--- config.mk ---
export PLATFORM = sky130hd
export DESIGN_NAME = binary_multiplier
export DESIGN_NICKNAME = d
export VERILOG_FILES = /design/src/rtl/binary_multiplier_pkg.sv /design/src/rtl/binary_multiplier.sv
export SDC_FILE = /design/constraint.sdc
export NUM_CORES = 1
export LEC_CHECK = 0
export BUFFER_PORTS_ARGS = -buffer_cell sky130_fd_sc_hd__buf_2
export CAP_MARGIN = 20
export CORE_ASPECT_RATIO = 1.4
export CORE_MARGIN = 4
export CORE_UTILIZATION = 40
export DETAILED_ROUTE_END_ITERATION = 10
export GPL_ROUTABILITY_DRIVEN = 0
export SLEW_MARGIN = 20
export SYNTH_ARGS = -nofsm -noshare
export SYNTH_HDL_FRONTEND = slang
export SYNTH_SLANG_ARGS = --single-unit
--- constraint.sdc ---
create_clock -name clk -period 2.8 [get_ports clk]
set_input_delay 0.56 -clock clk [delete_from_list [all_inputs] [get_ports clk]]
set_output_delay 0.56 -clock clk [all_outputs]
set_load 0.03 [all_outputs]
--- src/rtl/binary_multiplier_pkg.sv ---
// Shared definitions for the fixed-point divide/multiply datapath:
// FSM state encoding and default operand widths.
package binary_multiplier_pkg;

  // Default widths: multiplicand matches the divider's divisor width,
  // multiplier matches the divider's quotient width.
  localparam int DEF_A_W   = 16;
  localparam int DEF_B_W   = 8;
  localparam int DEF_OUT_W = 16;

  // Start/run/complete sequencing shared with binary_divider.
  // Code 2'b10 is unused and recovers to IDLE.
  typedef enum logic [1:0] {
    IDLE     = 2'b00,
    RUN      = 2'b01,
    COMPLETE = 2'b11
  } mul_state_e;

endpackage : binary_multiplier_pkg

--- src/rtl/binary_multiplier.sv ---
// Sequential shift-and-add unsigned multiplier, one multiplier bit per clock.
// An operation runs for exactly B_W iterations and then one COMPLETE cycle
// that registers the full product, a saturated copy and an overflow flag.
module binary_multiplier
  import binary_multiplier_pkg::*;
#(
  parameter  int A_W   = DEF_A_W,
  parameter  int B_W   = DEF_B_W,
  parameter  int OUT_W = DEF_OUT_W,
  localparam int P_W   = A_W + B_W
) (
  input  logic             clk,
  input  logic             reset,
  input  logic             enable,
  input  logic [A_W-1:0]   g_multiplicand_Q,
  input  logic [B_W-1:0]   g_multiplier_Q,
  output logic [P_W-1:0]   product,
  output logic [OUT_W-1:0] product_sat,
  output logic             overflow,
  output logic             busy,
  output logic             done
);

  localparam int              CNT_W    = $clog2(B_W);
  localparam logic [CNT_W-1:0] LAST_CNT = CNT_W'(B_W - 1);

  mul_state_e         state_q, state_d;
  logic [P_W-1:0]     acc_q, acc_d;
  logic [P_W-1:0]     mcand_q, mcand_d;
  logic [B_W-1:0]     mplier_q, mplier_d;
  logic [CNT_W-1:0]   count_q, count_d;
  logic [P_W-1:0]     product_q, product_d;
  logic [OUT_W-1:0]   product_sat_q, product_sat_d;
  logic               overflow_q, overflow_d;
  logic               done_q, done_d;
  logic               acc_ovf;

  // Any accumulator bit above the saturated field means the result does not fit.
  assign acc_ovf = (acc_q >> OUT_W) != '0;

  // Next-state, datapath iteration and result capture.
  always_comb begin
    // NOTE: every _d gets a default first; a branch that skipped one would infer a latch.
    state_d       = state_q;
    acc_d         = acc_q;
    mcand_d       = mcand_q;
    mplier_d      = mplier_q;
    count_d       = count_q;
    product_d     = product_q;
    product_sat_d = product_sat_q;
    overflow_d    = overflow_q;
    done_d        = 1'b0;

    case (state_q)
      IDLE: begin
        if (enable) begin
          mcand_d  = P_W'(g_multiplicand_Q);
          mplier_d = g_multiplier_Q;
          acc_d    = '0;
          count_d  = '0;
          state_d  = RUN;
        end
      end

      RUN: begin
        // The multiplicand is zero-extended to P_W and shifted at most
        // B_W-1 places, so this add can never carry out.
        if (mplier_q[0]) begin
          acc_d = acc_q + mcand_q;
        end
        mcand_d  = mcand_q << 1;
        mplier_d = mplier_q >> 1;
        count_d  = count_q + CNT_W'(1);
        if (count_q == LAST_CNT) begin
          state_d = COMPLETE;
        end
      end

      COMPLETE: begin
        product_d     = acc_q;
        overflow_d    = acc_ovf;
        product_sat_d = acc_ovf ? '1 : acc_q[OUT_W-1:0];
        done_d        = 1'b1;
        state_d       = IDLE;
      end

      default: begin
        state_d = IDLE;
      end
    endcase
  end

  // State and datapath registers; synchronous reset aborts any operation.
  always_ff @(posedge clk) begin
    if (reset) begin
      state_q       <= IDLE;
      acc_q         <= '0;
      mcand_q       <= '0;
      mplier_q      <= '0;
      count_q       <= '0;
      product_q     <= '0;
      product_sat_q <= '0;
      overflow_q    <= 1'b0;
      done_q        <= 1'b0;
    end else begin
      // NOTE: non-blocking so every flop updates from the same pre-edge values.
      state_q       <= state_d;
      acc_q         <= acc_d;
      mcand_q       <= mcand_d;
      mplier_q      <= mplier_d;
      count_q       <= count_d;
      product_q     <= product_d;
      product_sat_q <= product_sat_d;
      overflow_q    <= overflow_d;
      done_q        <= done_d;
    end
  end

  assign product     = product_q;
  assign product_sat = product_sat_q;
  assign overflow    = overflow_q;
  assign done        = done_q;
  assign busy        = (state_q == RUN) || (state_q == COMPLETE);

endmodule : binary_multiplier

==> flow_summary.toml, run 1 <==
[run_status]
status = "finished clean"

[setup_path]
worst-path-buf-inv = 0
slowest_delay_ns = 0.41
crit_path_end = "acc_q[14]"
critPathSlowestCell = "fa_1"
cp-start-kind = "flip-flop"
rrSetupSlack_ns = 0.22
crit_family = "compound AO/OA/AOI/OAI gates"
required_ns = 3.03
cp.depth = 10
critical_path_class = "flip-flop to flip-flop"
r2r_cells = 10
r2r-start = "mcand_q[0]"
critPathCaptureType = "flip-flop"
cp_data_arrival_time_ns = 2.81
critPathLaunch = "mcand_q[0]"
timing.rr.end = "acc_q[14]"
crit_fanout = 5
path_cells = "ha_1, fa_1, a21o_1, a21oi_2, nor2b_2, o311ai_2, o21ai_2, a21oi_2, xor2_1, o21ai_0"
timing.critical_path.mode_cell = "a21oi_2"

[timing]
finalSetupViolCount = 0
hold_viol_final = 0
rsz0062_at_grt = "false"
min_period_ns = 2.58
fmax_ghz = 0.387
fin_crit_sh_pct = 92.2
skew_ns = 0.00821
final.setup.tns_ns = 0
layout_setup_ws_ns = 0.218
maxSlewViolCount = 0
tightestPinTransition_ns = 0.948
relSlewSlack_pct = 36.7

[cts]
cts_root_buffer = "clkbuf_16"
clk_pin_slew_ns = 0.07
tritoncts = "done"
postCtsSetupBuffers = 0
numCtsBuffers = 9
clk_latency_ns = 0.35
clock_path_buffers = 2
cts-hold-fix-buffers = 0
htreeDepth = 3
cts-resized-gates = 0
clock_sinks = 103

[placed_design]
dp_slack_ns = 0.226
hpwl_um = 8490
port_buffers = 69
placed_cells = 781

[power_and_ir_drop]
leakagePower_nw = 2.50
peakVddDrop_mv = 0.372
powerDensity_nw_per_um2 = 568

[final_layout]
final_common_cell = "nand2_1"
diodes = 0
layout-drive-gt1-share_pct = 17.1
final_cell_mix = "nand2_1, dfxtp_1, buf_2"
nNetsFinal = 698
areaGrowthSynthToFinish_pct = 16.7
fin_cells = 797
fillers = 1202

[floorplan]
pin_count = 70
dieArea_um2 = 14000
die_y_um = 138
core-area_um2 = 11900
std_cell_rows = 47
start_util_pct = 41.0
fp.dieW_um = 101

[yosys]
syn_area_um2 = 4860
yosys_warnings = 0
ys.flop_type = "dfxtp_1"
async_reset_ff_share_pct = 0
synth.area.top_cells = "dfxtp_1, nand2_1, ha_1, a21oi_1, nor2_1"
syn_area_per_cell_um2 = 8.19
syn_inst = 594
syn_nets = 647
ys_ff_latch = 103
yosys.area.top_type_share_pct = 42.4
synth_edf_count = 0
yosysTopAreaCell = "dfxtp_1"
synth_cell_types = 46
synth_seq_area_share_pct = 42.4

[routing]
postRouteAntennaNets = 0
wl_um = 11300
route.detailed.drc = 0
met3_length_um = 496
dr_total_vias = 4211
routed_via_density = 5.28
first_iter_violations = 144
drtPass1Iterations = 4
wl_per_cell_um = 14.2
routed-wl-met2_um = 5410
wl_met1_um = 5330
highest-signal-layer = "met4"

[grt]
grt_pass1_vias = 3949
grt-ovfl-total = 0
antenna_found_initial = 0
grt_max_degree = 52
grt_use_total_pct = 16.3
grt_pass1_wl_um = 18800

[job]
drv_cap = 0

[worst_hold_path]
worstHoldPathType = "flip-flop to flip-flop"
[cell families after synthesis]
kind of cell | share of synthesized area (%)
DFF | 42.4
AOI/OAI and AO/OA | 23.0
adders and majority gates | 6.84
and+or+nand+nor | 20.5
buffers and inverters | 3.27
xor gates and xnor gates | 3.60
muxes | 0.412
[how the worst min path moves through the flow]
stage | startpoint | end | slack (ns) | cells after the start
after floorplan | acc_q[23] | product[23] | 0.44 | 2
after global placement | product[8] | product[8] | 0.44 | 2
after detailed placement | product[4] | product[4] | 0.44 | 2
after CTS | product[4] | product[4] | 0.45 | 2
after global routing | product[11] | product[11] | 0.47 | 2
final | product[8] | product[8] | 0.45 | 2
[sequential cells by signal, indices dropped and copies added, names as in the netlist]
signal	cells
count_q	3
mplier_q	8
acc_q	24
product_sat	16
overflow	1
done	1
product	24
mcand_q	24
state_q	2
[synth_stat cells (2+ instances only)]
library cell and count:
nand2_1 128, dfxtp_1 103, nor2_1 61, a21oi_1 48
clkbuf_1 34, ha_1 25, a31oi_1 22, a22oi_1 20
a311oi_1 20, a21o_1 18, o21ai_0 16, xor2_1 13
nand3_1 9, nor2b_1 7, xnor2_1 7, and2_1 5
nand2b_1 5, nand4_1 5, a21oi_2 4, o21ai_1 4
or4_1 4, buf_1 3, o21ai_2 3, or2_2 3
a41oi_1 2, inv_1 2, mux2i_1 2, nor3_1 2
o21bai_1 2
[per-layer routing]
layer  track usage (%)  vias to the layer above
met5                 0                        -
met4              4.90                        0
met3              3.48                       10
met2              26.8                       70
met1              21.2                     1924
li1                  -                     2207
[where the power goes]
group	leakage (nW)	switching, mW	internal [mW]
sequential	0.836	0.0314	1.50
clock	0.173	0.547	0.904
combinational	1.49	0.152	0.0912
[worst reg2reg max path, cell delays in order (launching register included)]
cell	delay (ns)
dfxtp_1	0.34
ha_1	0.22
fa_1	0.41
a21o_1	0.18
a21oi_2	0.19
nor2b_2	0.07
o311ai_2	0.37
o21ai_2	0.16
a21oi_2	0.26
xor2_1	0.17
o21ai_0	0.09
[metrics by stage]
step / utilization [%] / hold slack, ns / instance area (um2) / total power, mW
floorplan: - / 0.440 / 4860 / 1.74
global placement: 44.8 / 0.439 / 5320 / 1.80
detailed placement: 44.8 / 0.443 / 5320 / 1.81
CTS: 47.8 / 0.453 / 5680 / 3.26
global route: 47.8 / 0.468 / 5680 / 3.35
finish: 47.8 / 0.450 / 5680 / 3.23
[final cells by class]
cell class                 count  area (um2)  area share, %
tap                          147         184           3.24
timing repair buffer          79         420           7.41
clock inverter                 6         116           2.05
clock buffer                  10         239           4.21
sequential                   103        2060           36.3
inverter                       2        7.51          0.132
multi-input combinational    450        2650           46.6
No activity file was read; power rests on OpenSTA's default activity.
==> run 2: changes to the inputs <==
--- a/config.mk
+++ b/config.mk
@@ -9,9 +9,10 @@
 export CAP_MARGIN = 20
 export CORE_ASPECT_RATIO = 1.4
 export CORE_MARGIN = 4
-export CORE_UTILIZATION = 40
+export CORE_UTILIZATION = 52
 export DETAILED_ROUTE_END_ITERATION = 10
 export GPL_ROUTABILITY_DRIVEN = 0
+export PLACE_DENSITY = 0.76
 export SLEW_MARGIN = 20
 export SYNTH_ARGS = -nofsm -noshare
 export SYNTH_HDL_FRONTEND = slang
==> constraint.sdc (replaced) <==
create_clock -name clk -period 2.22 [get_ports clk]
set_input_delay 0.444 -clock clk [delete_from_list [all_inputs] [get_ports clk]]
set_output_delay 0.444 -clock clk [all_outputs]
set_load 0.03 [all_outputs]
==> run 2 against run 1 <==
  * The flow now finishes with violations (negative setup slack)
  * Count of clock-buffer cells in the layout unchanged
  * Clock power up 17%
  * Fmax up 14%
  * Die area down 22%
  * Worst setup slack worse by 0.25 ns
  * Final area up 8.6%
  * Sequential cell count unchanged
  * Worst hold slack worse by 0.096 ns
  * Sequential power up 27%
  * Clock skew about the same
  * Sequential share of layout area down 2.5 points
  * Largest power group unchanged
  * Highest routed layer unchanged
==> flow_summary.toml, run 2 (synthesis results as in run 1) <==
[placed_design]
placed_cells = 778
port_buffers = 69
hpwl_um = 8750
dp_slack_ns = -0.153

[setup_path]
r2r_cells = 10
crit_fanout = 4
worst-path-buf-inv = 0
cp.depth = 10
critPathCaptureType = "flip-flop"
cp_data_arrival_time_ns = 2.48
cp-start-kind = "flip-flop"
r2r-start = "mcand_q[0]"
path_cells = "ha_4, fa_2, a21o_1, a21oi_2, nor2b_2, o311ai_4, o21ai_4, a41oi_2, xor2_1, o21ai_1"
critPathLaunch = "mcand_q[0]"
critical_path_class = "flip-flop to flip-flop"
crit_family = "compound AO/OA/AOI/OAI gates"
required_ns = 2.44
rrSetupSlack_ns = -0.04
timing.rr.end = "acc_q[16]"
slowest_delay_ns = 0.34
critPathSlowestCell = "dfxtp_2"

[final_layout]
areaGrowthSynthToFinish_pct = 26.7
fin_cells = 800
final_cell_mix = "nand2_1, dfxtp_1, buf_2"
final_common_cell = "nand2_1"
nNetsFinal = 741
layout-drive-gt1-share_pct = 27.6
post-route-util_pct = 67.9
diodes = 0

[floorplan]
std_cell_rows = 41
fp.dieW_um = 89.7
dieArea_um2 = 11000
start_util_pct = 53.6
pin_count = 70
core-area_um2 = 9080
die_y_um = 122

[routing]
drtPass1Iterations = 5
wl_per_cell_um = 15.9
routed_via_density = 5.91
route.detailed.drc = 0
wl_um = 12700
first_iter_violations = 456
postRouteAntennaNets = 0
dr_total_vias = 4724

[grt]
grt_use_total_pct = 22.0
grt-ovfl-total = 0
antenna_found_initial = 0
grt_pass1_wl_um = 20200
grt_max_degree = 52
grt_pass1_vias = 4393

[cts]
htreeDepth = 3
clock_path_buffers = 2
cts_root_buffer = "clkbuf_16"
tritoncts = "done"
clk_latency_ns = 0.35
numCtsBuffers = 9
clk_pin_slew_ns = 0.07
cts-hold-fix-buffers = 0
clock_sinks = 103

[timing]
holdWs_ns = 0.355
skew_ns = 0.00853
min_period_ns = 2.26
layout_setup_ws_ns = -0.0362
fmax_ghz = 0.443
finalSetupViolCount = 2
fin_crit_sh_pct = 102
rsz0062_at_grt = "true"
tightestPinTransition_ns = 1.09
hold_viol_final = 0
relSlewSlack_pct = 27.1
maxSlewViolCount = 0

[power_and_ir_drop]
power_mw = 4.02
peakVddDrop_mv = 0.451
powerDensity_nw_per_um2 = 652
leakagePower_nw = 2.68

[job]
drv_cap = 0

[run_status]
status = "finished with violations"
violations = "negative setup slack"

[worst_hold_path]
min_to = "mcand_q[4]"
hold_depth = 3
worstHoldPathType = "input pin to flip-flop"
worstHoldStart = "g_multiplicand_Q[4]"
-- run 2: area by class of cell --
class / instances / area, um2
clock buffer: 10 / 229
clock inverter: 6 / 93.8
fill: 711 / 2910
inverter: 2 / 7.51
multi-input combinational: 450 / 2870
sequential: 103 / 2090
tap: 107 / 134
timing repair buffer: 122 / 743
-- run 2: worst max path at each step --
stage                end  slack, ns
3_5_place_dp   acc_q[14]      -0.15
2_1_floorplan  acc_q[14]       0.03
4_1_cts        acc_q[14]      -0.01
3_3_place_gp   acc_q[14]      -0.08
6_report       acc_q[16]      -0.04
5_1_grt        acc_q[14]      -0.13
-- run 2: per-stage QoR --
stage / TNS [ns] / instance area [um2]
floorplan: 0 / 4870
global placement: -0.290 / 5560
detailed placement: -0.568 / 5560
CTS: -0.0246 / 5940
global route: -0.800 / 6170
finish: -0.0671 / 6170
-- run 2: power by group --
| part | total (mW) | switching [mW] | internal [mW] |
|---|---|---|---|
| sequential | 1.94 | 0.0480 | 1.89 |
| combinational | 0.393 | 0.222 | 0.171 |
| clock | 1.69 | 0.689 | 0.996 |
| total | 4.02 | 0.959 | 3.06 |
-- run 2: worst register-to-register path, cell delays in order (launching register included) --
cell and delay, ns:
dfxtp_2 0.34, ha_4 0.16, fa_2 0.34, a21o_1 0.17, a21oi_2 0.15, nor2b_2 0.08, o311ai_4 0.29, o21ai_4 0.14
a41oi_2 0.21, xor2_1 0.18, o21ai_1 0.09
-- run 2: repair_timing --
action	4_1_cts	5_1_grt
pin swaps	4	17
endpoints found under the setup margin	9	16
cloned	0	0
gates resized for setup	9	37
buffers inserted	2	4
-- run 2: metal layers --
layer	track usage [%]	share of wire, %
met1	27.0	42
met5	0	0
met4	8.82	2.7
met3	3.31	5.5
met2	38.9	49
==> run 3: changes to the inputs <==
--- a/config.mk
+++ b/config.mk
@@ -5,14 +5,13 @@
 export SDC_FILE = /design/constraint.sdc
 export NUM_CORES = 1
 export LEC_CHECK = 0
-export BUFFER_PORTS_ARGS = -buffer_cell sky130_fd_sc_hd__buf_2
+export BUFFER_PORTS_ARGS = -buffer_cell sky130_fd_sc_hd__clkbuf_2
 export CAP_MARGIN = 20
 export CORE_ASPECT_RATIO = 1.4
 export CORE_MARGIN = 4
-export CORE_UTILIZATION = 52
+export CORE_UTILIZATION = 40
 export DETAILED_ROUTE_END_ITERATION = 10
 export GPL_ROUTABILITY_DRIVEN = 0
-export PLACE_DENSITY = 0.76
 export SLEW_MARGIN = 20
 export SYNTH_ARGS = -nofsm -noshare
 export SYNTH_HDL_FRONTEND = slang
==> run 3 against run 2 <==
  * The flow now finishes without violations
  * Critical path depth did not move
  * Combinational power increased by 2%
  * Register-to-register slack better by 0.04 ns
  * Clock skew shrank 0.0011 ns
  * Total power is 0.54% lower
  * Core utilization is 15 points lower
  * Clock power hardly changed
  * Worst setup slack improved by 0.042 ns
  * Largest cell class unchanged
  * Highest routed layer unchanged
==> flow_summary.toml, run 3 (synthesis results as in run 1) <==
[run_status]
status = "finished clean"

[routing]
routed_via_density = 5.25
route.detailed.drc = 0
postRouteAntennaNets = 0
wl_um = 12500
drtPass1Iterations = 4
wl_per_cell_um = 14.7
dr_total_vias = 4462
first_iter_violations = 178

[floorplan]
std_cell_rows = 47
fp.dieW_um = 101
die_y_um = 138
dieArea_um2 = 14000
core-area_um2 = 11900
pin_count = 70
start_util_pct = 41.0

[final_layout]
nNetsFinal = 751
final_common_cell = "nand2_1"
diodes = 0
fillers = 1141
multi_input_area_um2 = 2890
layout-drive-gt1-share_pct = 28.6
regArea_um2 = 2080
final_cell_mix = "nand2_1, dfxtp_1, clkbuf_2"
areaGrowthSynthToFinish_pct = 29.4

[timing]
finalSetupViolCount = 0
fin_crit_sh_pct = 99.8
min_period_ns = 2.21
relSlewSlack_pct = 36.7
skew_ns = 0.00748
layout_setup_ws_ns = 0.00554
tightestPinTransition_ns = 0.947
rsz0062_at_grt = "true"
fmax_ghz = 0.452
final.setup.tns_ns = 0
maxSlewViolCount = 0
hold_viol_final = 0

[power_and_ir_drop]
leakagePower_nw = 2.70
powerDensity_nw_per_um2 = 635
power_mw = 4.00
peakVddDrop_mv = 0.339

[grt]
antenna_found_initial = 0
grt-ovfl-total = 0
grt_pass1_wl_um = 20500
grt_pass1_vias = 4355
grt_max_degree = 63
grt_use_total_pct = 17.7

[setup_path]
crit_fanout = 5
path_cells = "ha_4, fa_2, a21o_1, a21oi_2, nor2b_2, o311ai_4, o21ai_4, a21oi_4, xor2_1, o21ai_1"
cp-start-kind = "flip-flop"
required_ns = 2.46
critical_path_class = "flip-flop to flip-flop"
cp_data_arrival_time_ns = 2.45
critPathCaptureType = "flip-flop"
critPathSlowestCell = "dfxtp_2"
slowest_delay_ns = 0.34

[cts]
numCtsBuffers = 9
clk_latency_ns = 0.35
tritoncts = "done"
htreeDepth = 3
clock_path_buffers = 2
clk_pin_slew_ns = 0.07
cts_root_buffer = "clkbuf_16"
clock_sinks = 103

[placed_design]
hpwl_um = 9160
dp_slack_ns = -0.164
port_buffers = 69

[job]
drv_cap = 0

[worst_hold_path]
worstHoldPathType = "input pin to flip-flop"
[run 3: cell types whose count changed in the layout (fill, tap and decap cells not counted), moves of 2 or more]
cell      previous run  this run
buf_2               69         0
clkbuf_2             0        69
buf_4               53        63
dfxtp_1             86        90
clkinv_4             2         0
dfxtp_2             15        13
dfxtp_4              2         0
inv_6                1         3
[run 3: final cells by class]
type | count | area share, %
Clock buffer | 10 | 3.80
Clock inverter | 6 | 1.19
Inverter | 2 | 0.119
Multi-Input combinational cell | 450 | 45.9
Sequential cell | 103 | 33.0
Tap cell | 147 | 2.92
Timing Repair Buffer | 132 | 13.0
[run 3: what timing repair did]
item	in CTS	in global routing
pin swaps	2	16
hold buffers	0	0
setup buffers	1	3
resized for setup	13	31
setup endpoints to repair	8	13
[run 3: layer usage]
metal | GRT usage [%] | wire length (um)
met5 | 0 | 0
met4 | 6.16 | 210
met3 | 3.07 | 550
met2 | 28.8 | 5960
met1 | 23.2 | 5750
[run 3: power breakdown]
part | leakage [nW] | internal, mW | switching (mW)
sequential | 0.841 | 1.89 | 0.0439
clock | 0.152 | 0.926 | 0.734
combinational | 1.71 | 0.183 | 0.219
total | 2.70 | 3.00 | 0.997
[run 3: stage by stage]
step / area, um2 / util, % / std cells / hold slack, ns
4_1_cts: 6110 / 51.4 / 847 / 0.330
3_3_place_gp: 5700 / 48.0 / 830 / 0.441
5_1_grt: 6290 / 53.0 / 850 / 0.347
6_report: 6290 / 53.0 / 850 / 0.340
3_5_place_dp: 5700 / 48.0 / 830 / 0.448
2_1_floorplan: 4870 / - / 594 / 0.440
[run 3: worst max-delay path, delay by kind of cell, from the launching register on]
family / cells / cell delay [ns]
compound gates: 6 / 1.03
xor+xnor: 1 / 0.16
fa+ha+maj: 2 / 0.50
flops: 1 / 0.34
simple gates: 1 / 0.08
[run 3: path summary, 6_finish.rpt]
| path | from | end | slack (ns) | depth (start not counted) |
|---|---|---|---|---|
| max reg2reg | acc_q[0] | acc_q[14] | 0.006 | 10 |
| min reg2reg | product[8] | product[8] | 0.45 | 2 |
| max | acc_q[0] | acc_q[14] | 0.006 | 10 |
| min | g_multiplier_Q[0] | mplier_q[0] | 0.34 | 3 |
